**config.mk**
```make
export PLATFORM = sky130hd
export DESIGN_NAME = watch_mode_ctrl
export DESIGN_NICKNAME = d
export VERILOG_FILES = /design/src/rtl/watch_mode_ctrl.sv
export SDC_FILE = /design/constraint.sdc
export NUM_CORES = 1
export LEC_CHECK = 0
export CAP_MARGIN = 25
export CORE_ASPECT_RATIO = 0.9
export CORE_UTILIZATION = 60
export CTS_CLUSTER_SIZE = 40
export DETAILED_ROUTE_END_ITERATION = 16
export HOLD_SLACK_MARGIN = 0.06
export PLACE_DENSITY = 0.8
export SLEW_MARGIN = 20
export SYNTH_ARGS = -nofsm -noshare
export SYNTH_HDL_FRONTEND = slang
export SYNTH_SLANG_ARGS = --single-unit
export TNS_END_PERCENT = 50
```
**constraint.sdc**
```tcl
create_clock -name clk -period 4.84 [get_ports clk]
set_clock_uncertainty 0.15 [all_clocks]
set_input_delay 1.452 -clock clk [delete_from_list [all_inputs] [get_ports clk]]
set_output_delay 1.452 -clock clk [all_outputs]
set_load 0.01 [all_outputs]
```
**src/rtl/watch_mode_ctrl.sv**
```systemverilog
// watch_mode_ctrl: watch master controller - debounced buttons, NORMAL/SETTING FSM with
// inactivity timeout, and 100 Hz / 2 Hz / 1 Hz tick enables plus a 1 Hz blink.
module watch_mode_ctrl #(
  parameter int CLK_HZ    = 1000000,
  parameter int NUM_POS   = 3,
  parameter int DB_CYCLES = 20000,
  parameter int TIMEOUT_S = 30
) (
  input  logic               clk,
  input  logic               reset,
  input  logic               btn_mode,
  input  logic               btn_pos,
  input  logic               btn_inc,
  output logic               mode_out,
  output logic [NUM_POS-1:0] set_pos_out,
  output logic               inc_pulse,
  output logic               tick100hz,
  output logic               tick2hz,
  output logic               tick1hz,
  output logic               blink
);
  localparam int DIV = CLK_HZ / 100;
  localparam int PW  = DIV > 1 ? $clog2(DIV) : 1;
  localparam int DW  = $clog2(DB_CYCLES + 1);
  localparam int TW  = TIMEOUT_S > 0 ? $clog2(TIMEOUT_S + 1) : 1;
  localparam logic [NUM_POS-1:0] POS_TOP = NUM_POS'(1) << (NUM_POS - 1);

  if (CLK_HZ % 100 != 0 || CLK_HZ < 100) begin : g_bad_clk
    $error("CLK_HZ must be a positive multiple of 100");
  end

  typedef enum logic {NORMAL, SETTING} state_t;

  logic [2:0] w_raw, r_s1, r_s2, w_press;
  logic [1:0] r_vld;
  assign w_raw = {btn_inc, btn_pos, btn_mode};

  always_ff @(posedge clk or posedge reset)
    if (reset) begin
      r_s1  <= '0;
      r_s2  <= '0;
      r_vld <= '0;
    end else begin
      r_s1  <= w_raw;
      r_s2  <= r_s1;
      r_vld <= {r_vld[0], 1'b1};
    end

  genvar b;
  for (b = 0; b < 3; b++) begin : g_db
    logic [DW-1:0] r_cnt;
    logic          r_stb, r_arm, w_done;
    assign w_done = r_cnt == DW'(DB_CYCLES);
    // a button held through reset must be seen low once before it can press again
    always_ff @(posedge clk or posedge reset)
      if (reset) begin
        r_cnt <= '0;
        r_stb <= 1'b0;
        r_arm <= 1'b0;
      end else begin
        r_cnt <= (r_s2[b] != r_stb && !w_done) ? r_cnt + 1'b1 : '0;
        if (w_done) r_stb <= r_s2[b];
        r_arm <= r_arm | (r_vld[1] & ~r_s2[b]);
      end
    assign w_press[b] = w_done & r_s2[b] & ~r_stb & r_arm;
  end

  logic [PW-1:0] r_pre;
  logic [5:0]    r_c50;
  logic          r_half, r_t100, r_t2, r_t1, w_w100, w_w2;
  assign w_w100 = r_pre == PW'(DIV - 1);
  assign w_w2   = w_w100 && r_c50 == 6'd49;

  always_ff @(posedge clk or posedge reset)
    if (reset) begin
      r_pre  <= '0;
      r_c50  <= '0;
      r_half <= 1'b0;
      r_t100 <= 1'b0;
      r_t2   <= 1'b0;
      r_t1   <= 1'b0;
    end else begin
      r_pre  <= w_w100 ? '0 : r_pre + 1'b1;
      r_c50  <= w_w2 ? '0 : r_c50 + 6'(w_w100);
      r_half <= r_half ^ w_w2;
      r_t100 <= w_w100;
      r_t2   <= w_w2;
      r_t1   <= w_w2 & r_half;
    end

  state_t             r_state, w_state_n;
  logic [NUM_POS-1:0] r_pos, w_pos_n;
  logic [TW-1:0]      r_tmo, w_tmo_n;
  logic               r_inc, w_inc_n, w_at_limit;
  assign w_at_limit = r_tmo == TW'(TIMEOUT_S);

  always_ff @(posedge clk or posedge reset)
    if (reset) begin
      r_state <= NORMAL;
      r_pos   <= '0;
      r_tmo   <= '0;
      r_inc   <= 1'b0;
    end else begin
      r_state <= w_state_n;
      r_pos   <= w_pos_n;
      r_tmo   <= w_tmo_n;
      r_inc   <= w_inc_n;
    end

  always_comb begin
    w_state_n = r_state;
    w_pos_n   = r_pos;
    w_inc_n   = 1'b0;
    w_tmo_n   = '0;
    if (r_state == NORMAL) begin
      if (w_press[0]) begin
        w_state_n = SETTING;
        w_pos_n   = POS_TOP;
      end
    end else begin
      w_tmo_n = (|w_press) ? '0 : (r_t1 && !w_at_limit) ? r_tmo + 1'b1 : r_tmo;
      if (w_press[0]) w_state_n = NORMAL;
      else if (w_press[1]) w_pos_n = (r_pos >> 1) | (r_pos << (NUM_POS - 1));
      else if (w_press[2]) w_inc_n = 1'b1;
      else if (TIMEOUT_S != 0 && w_at_limit) w_state_n = NORMAL;
    end
  end

  assign mode_out    = r_state == SETTING;
  assign set_pos_out = mode_out ? r_pos : '0;
  assign inc_pulse   = r_inc;
  assign tick100hz   = r_t100;
  assign tick2hz     = r_t2;
  assign tick1hz     = r_t1;
  assign blink       = r_half;
endmodule

```
; ---- Word level (Yosys, flattened, before mapping)
; Cells that the tools add are included.
[classes]
add_sub_neg = 6
n_eq_ne = 11
muxes = 23
bitwise_logic = 24
reduce_logical = 13
[ops]
columns = operator, count
row1 = $add A15 B1 Y15 const B, 3
row2 = $eq A15 B15 Y1 const B, 3
row3 = $mux W15, 3
row4 = $mux W3, 5
row5 = $mux W5, 3
row6 = $add A14 B1 Y14 const B, 1
row7 = $eq A14 B14 Y1 const B, 1
row8 = $mux W14, 1
row9 = $and A1 B1 Y1, 13
row10 = $mux W1, 10
row11 = $add A6 B1 Y6, 1
row12 = $eq A6 B6 Y1 const B, 1
row13 = $mux W6, 1
row14 = $not A1 Y1, 6
row15 = $add A5 B1 Y5 const B, 1
row16 = $eq A5 B5 Y1 const B, 1
row17 = $logic_and A1 B1 Y1, 5
row18 = $logic_not A1 Y1, 4
row19 = $reduce_bool A2 Y1, 2
row20 = $ne A1 B1 Y1, 3
row21 = $ne A3 B1 Y1 const B, 1
row22 = $or A1 B1 Y1, 3
row23 = $or A2 B3 Y3, 1
row24 = $reduce_and A3 Y1, 1
row25 = 3 further kinds, 3
[totals]
register_bits = 93
in_bits = 5
output_inout_bits = 9
elab_cells = 99

; ---- Logic depth before layout (Yosys ltp)
[logic_depth]
word_depth = 8
mapped_depth = 9
mapped_depth_nobuf = 8

; ---- Least setup slack after synthesis
; Ideal clock, no wire load.
[synth_path]
path_kind = register to output
start = reg r_state (netlist: mode_out)
end = out set_pos_out[0]
arrival_ps = 813
required_ps = 3238
setup_slack_ps = 2425
stages_incl_launch_ff = 3
n_path_buf = 0
path_cell_list = dfrtp_1 > inv_1 > nor2_1
[synth_between]
elab_chain_len = 1
[synth_rtl]
columns = element, line
row1 = "start, declared", 91  ; state_t r_state, w_state_n;
row2 = "start signal, assigned", 104  ; r_state <= w_state_n;
row3 = $mux W3, 130  ; assign set_pos_out = mode_out ? r_pos : '0;
row4 = "end, declared", 15  ; output logic [NUM_POS-1:0] set_pos_out,
; No other way between the ends.

; ---- Final worst setup path
; Ends and elaborated chain as after synthesis.

==> results.json <==
{
  "swShare": 0.228,
  "num_rows": 29,
  "start_util": 0.625,
  "r2r-start": "r_pre[0]",
  "nets": 439,
  "crit_chain": "inv_1 > nor2_1 > clkdlybuf4s50_1",
  "timing.rr.end": "r_c50[4]",
  "root_buffer": "clkbuf_8",
  "fin_area_um2": 4820,
  "die-area_um2": 7760,
  "die_x_um": 92.7,
  "firstDrtPassIters": 4,
  "syn_to_final_growth_pct": 8.36,
  "reg2reg_depth": 8,
  "final-setup-viol-count": 0,
  "cp_data_required_time_ns": 3.24,
  "cpPeakStageDelay_ns": 0.54,
  "async_flop_share": 1.00,
  "yosysUniqueCellTypes": 49,
  "cp_top_family": "buffers and inverters",
  "antenna_found_initial": 0,
  "drt_iter0_drc": 184,
  "grt_pass1_vias": 2746,
  "ctsResizeCount": 0,
  "vias_per_cell": 5.63,
  "dpl_cell_area_um2": 4620,
  "grt_pass1_wl_um": 12800,
  "rrSetupSlack_ns": 2.53,
  "slowest_stage": "clkdlybuf4s50_1",
  "avgSynthCellArea_um2": 10.8,
  "power_density_nw_per_um2": 283,
  "clock_path_buffers": 2,
  "ys_seq_elements": 93,
  "clock.fmax_mhz": 302,
  "status": "completed",
  "switching_power_mw": 0.311,
  "cp_max_fo": 9,
  "cts_setup_buffers": 0,
  "worstSetupPathType": "reg -> out",
  "core-area_um2": 7110,
  "ys_seq_area_frac": 0.524,
  "rsz0062_at_grt": "no",
  "cp.arrival_ns": 1.70,
  "crit_start": "mode_out",
  "min_from": "r_vld[0]",
  "numClockSinks": 93,
  "vias": 2927,
  "seq_power_share": 0.583,
  "leakagePower_nw": 2.22,
  "synth_nets": 430,
  "finalHoldViolCount": 0,
  "cts-buffers-inserted": 9,
  "cts_max_level": 3,
  "hpwlAfterDp_um": 5050,
  "whs_endpoint": "r_vld[1]",
  "wl_um": 7430,
  "intPower_mw": 1.05,
  "clock_latency_ns": 0.36,
  "drive_gt1_frac": 0.0796,
  "routedWlPerCell_um": 14.3,
  "fin_crit_sh": 0.683,
  "drc_errors": 0,
  "grt-ovfl-total": 0,
  "maxSlewViolCount": 0,
  "netlist_area_um2": 4440,
  "dieHeight_um": 83.6,
  "n_antenna_cell": 0,
  "holdPathStages": 0,
  "ir_worst_vdd_v": 0.000215,
  "cts_tree": "yes",
  "max_cap_violations": 0,
  "synth-main-ff-cell": "dfrtp_1",
  "num_io_pins": 14,
  "cts.clk_slew.worst_paths_ns": 0.09,
  "setup_tns_ns": 0,
  "cp-end-kind": "primary output",
  "path_buf_inv": 2,
  "grt_usage": 0.212,
  "startpoint_type": "flip-flop",
  "min_period_ns": 3.31,
  "synthCells": 413,
  "gp_routability_congestion": 0.748,
  "ant_nets": 0,
  "port_buffers": 13,
  "pwr-share-clk": 0.380,
  "cts_hold_buffers": 0,
  "hold_path_class": "reg -> reg",
  "grt_max_degree": 67,
  "p_comb_frac": 0.037,
  "yosys_warnings": 0,
  "synth_edf_count": 0
}
cells by family after synthesis:
group,count (synthesis),share of synthesized area
xor gates and xnor gates,58,0.114
and+or+nand+nor,192,0.250
DFF,93,0.524
adders and majority gates,12,0.0338
AOI/OAI and AO/OA,21,0.0349
buffers and inverters,33,0.0358
other,1,0.000844
muxes,3,0.00704
power by group through the flow:
stage / Sequential, mW / Combinational, mW / Clock [mW]
2_1_floorplan: 0.808 / 0.0369 / 0
3_3_place_gp: 0.810 / 0.0494 / 0
3_5_place_dp: 0.810 / 0.0518 / 0
4_1_cts: 0.795 / 0.0522 / 0.533
5_1_grt: 0.796 / 0.0588 / 0.562
6_report: 0.795 / 0.0505 / 0.518
final cells by class:
cell class,instances,area (µm²)
sequential,93,2330
clock inverter,6,61.3
fill,530,2300
tap,93,116
multi-input combinational,287,1960
timing repair buffer,14,150
inverter,17,65.1
clock buffer,10,138
cells in the mapped netlist (all sizes together), types with 2 or more instances:
master	instances	area (µm²)
mux2i	2	20.0
nor4b	8	113
or2	2	12.5
and4bb	2	25.0
a21oi	2	10.0
nor2b	4	25.0
o21ai	4	20.0
nand3	23	120
xnor2	13	114
xor2	45	394
dfrtp	93	2330
buf	11	76.3
nor3	5	25.0
nor2	60	235
ha	12	150
nand2	20	77.6
a21o	4	30.0
a211oi	2	20.0
and3	13	81.3
and2	8	50.1
and4	14	123
inv	17	63.8
nand4	25	169
clkbuf	5	18.8
nor4	5	31.3
state kept, by name, indices dropped and copies added, names as in the netlist:
name        flops
r_c50           6
g_db.r_stb      3
tick1hz         1
g_db.r_cnt     45
r_tmo           5
blink           1
g_db.r_arm      3
tick2hz         1
tick100hz       1
r_s2            3
mode_out        1
inc_pulse       1
r_vld           2
r_pos           3
r_s1            3
r_pre          14
cells in the final DEF, fill, tap and decap left out, types with 8 or more instances in the layout:
| cell | instances |
|---|---|
| inv_1 | 16 |
| dfrtp_1 | 93 |
| and3_1 | 13 |
| xor2_1 | 45 |
| xnor2_1 | 13 |
| clkbuf_8 | 10 |
| and2_1 | 8 |
| clkdlybuf4s50_1 | 13 |
| nand2_1 | 19 |
| and4_1 | 14 |
| nor2_1 | 58 |
| nand3_1 | 22 |
| ha_1 | 12 |
| nand4_1 | 23 |
how the worst max path moves through the flow:
stage	cells after the start	to	slack, ns
floorplan	1	blink	0.82
global placement	3	set_pos_out[0]	1.98
detailed placement	3	set_pos_out[0]	1.95
CTS	3	set_pos_out[0]	1.54
global route	3	set_pos_out[0]	1.41
finish	3	set_pos_out[0]	1.53
per-layer routing:
layer	up-vias	GRT usage	wire, µm
li1	1448	-	-
met1	1440	0.308	3740
met2	34	0.321	3420
met3	5	0.0546	211
met4	0	0.0559	60
met5	-	0	0
per-stage QoR:
step	setup slack (ns)	cells	utilization	hold WS (ns)	power [mW]
CTS	1.54	520	0.677	0.201	1.38
global route	1.41	520	0.677	0.205	1.42
floorplan	0.818	413	-	0.181	0.845
detailed placement	1.95	504	0.649	0.186	0.862
finish	1.53	520	0.677	0.196	1.36
global placement	1.98	504	0.649	0.183	0.859
(Power assumes the default switching activity.)
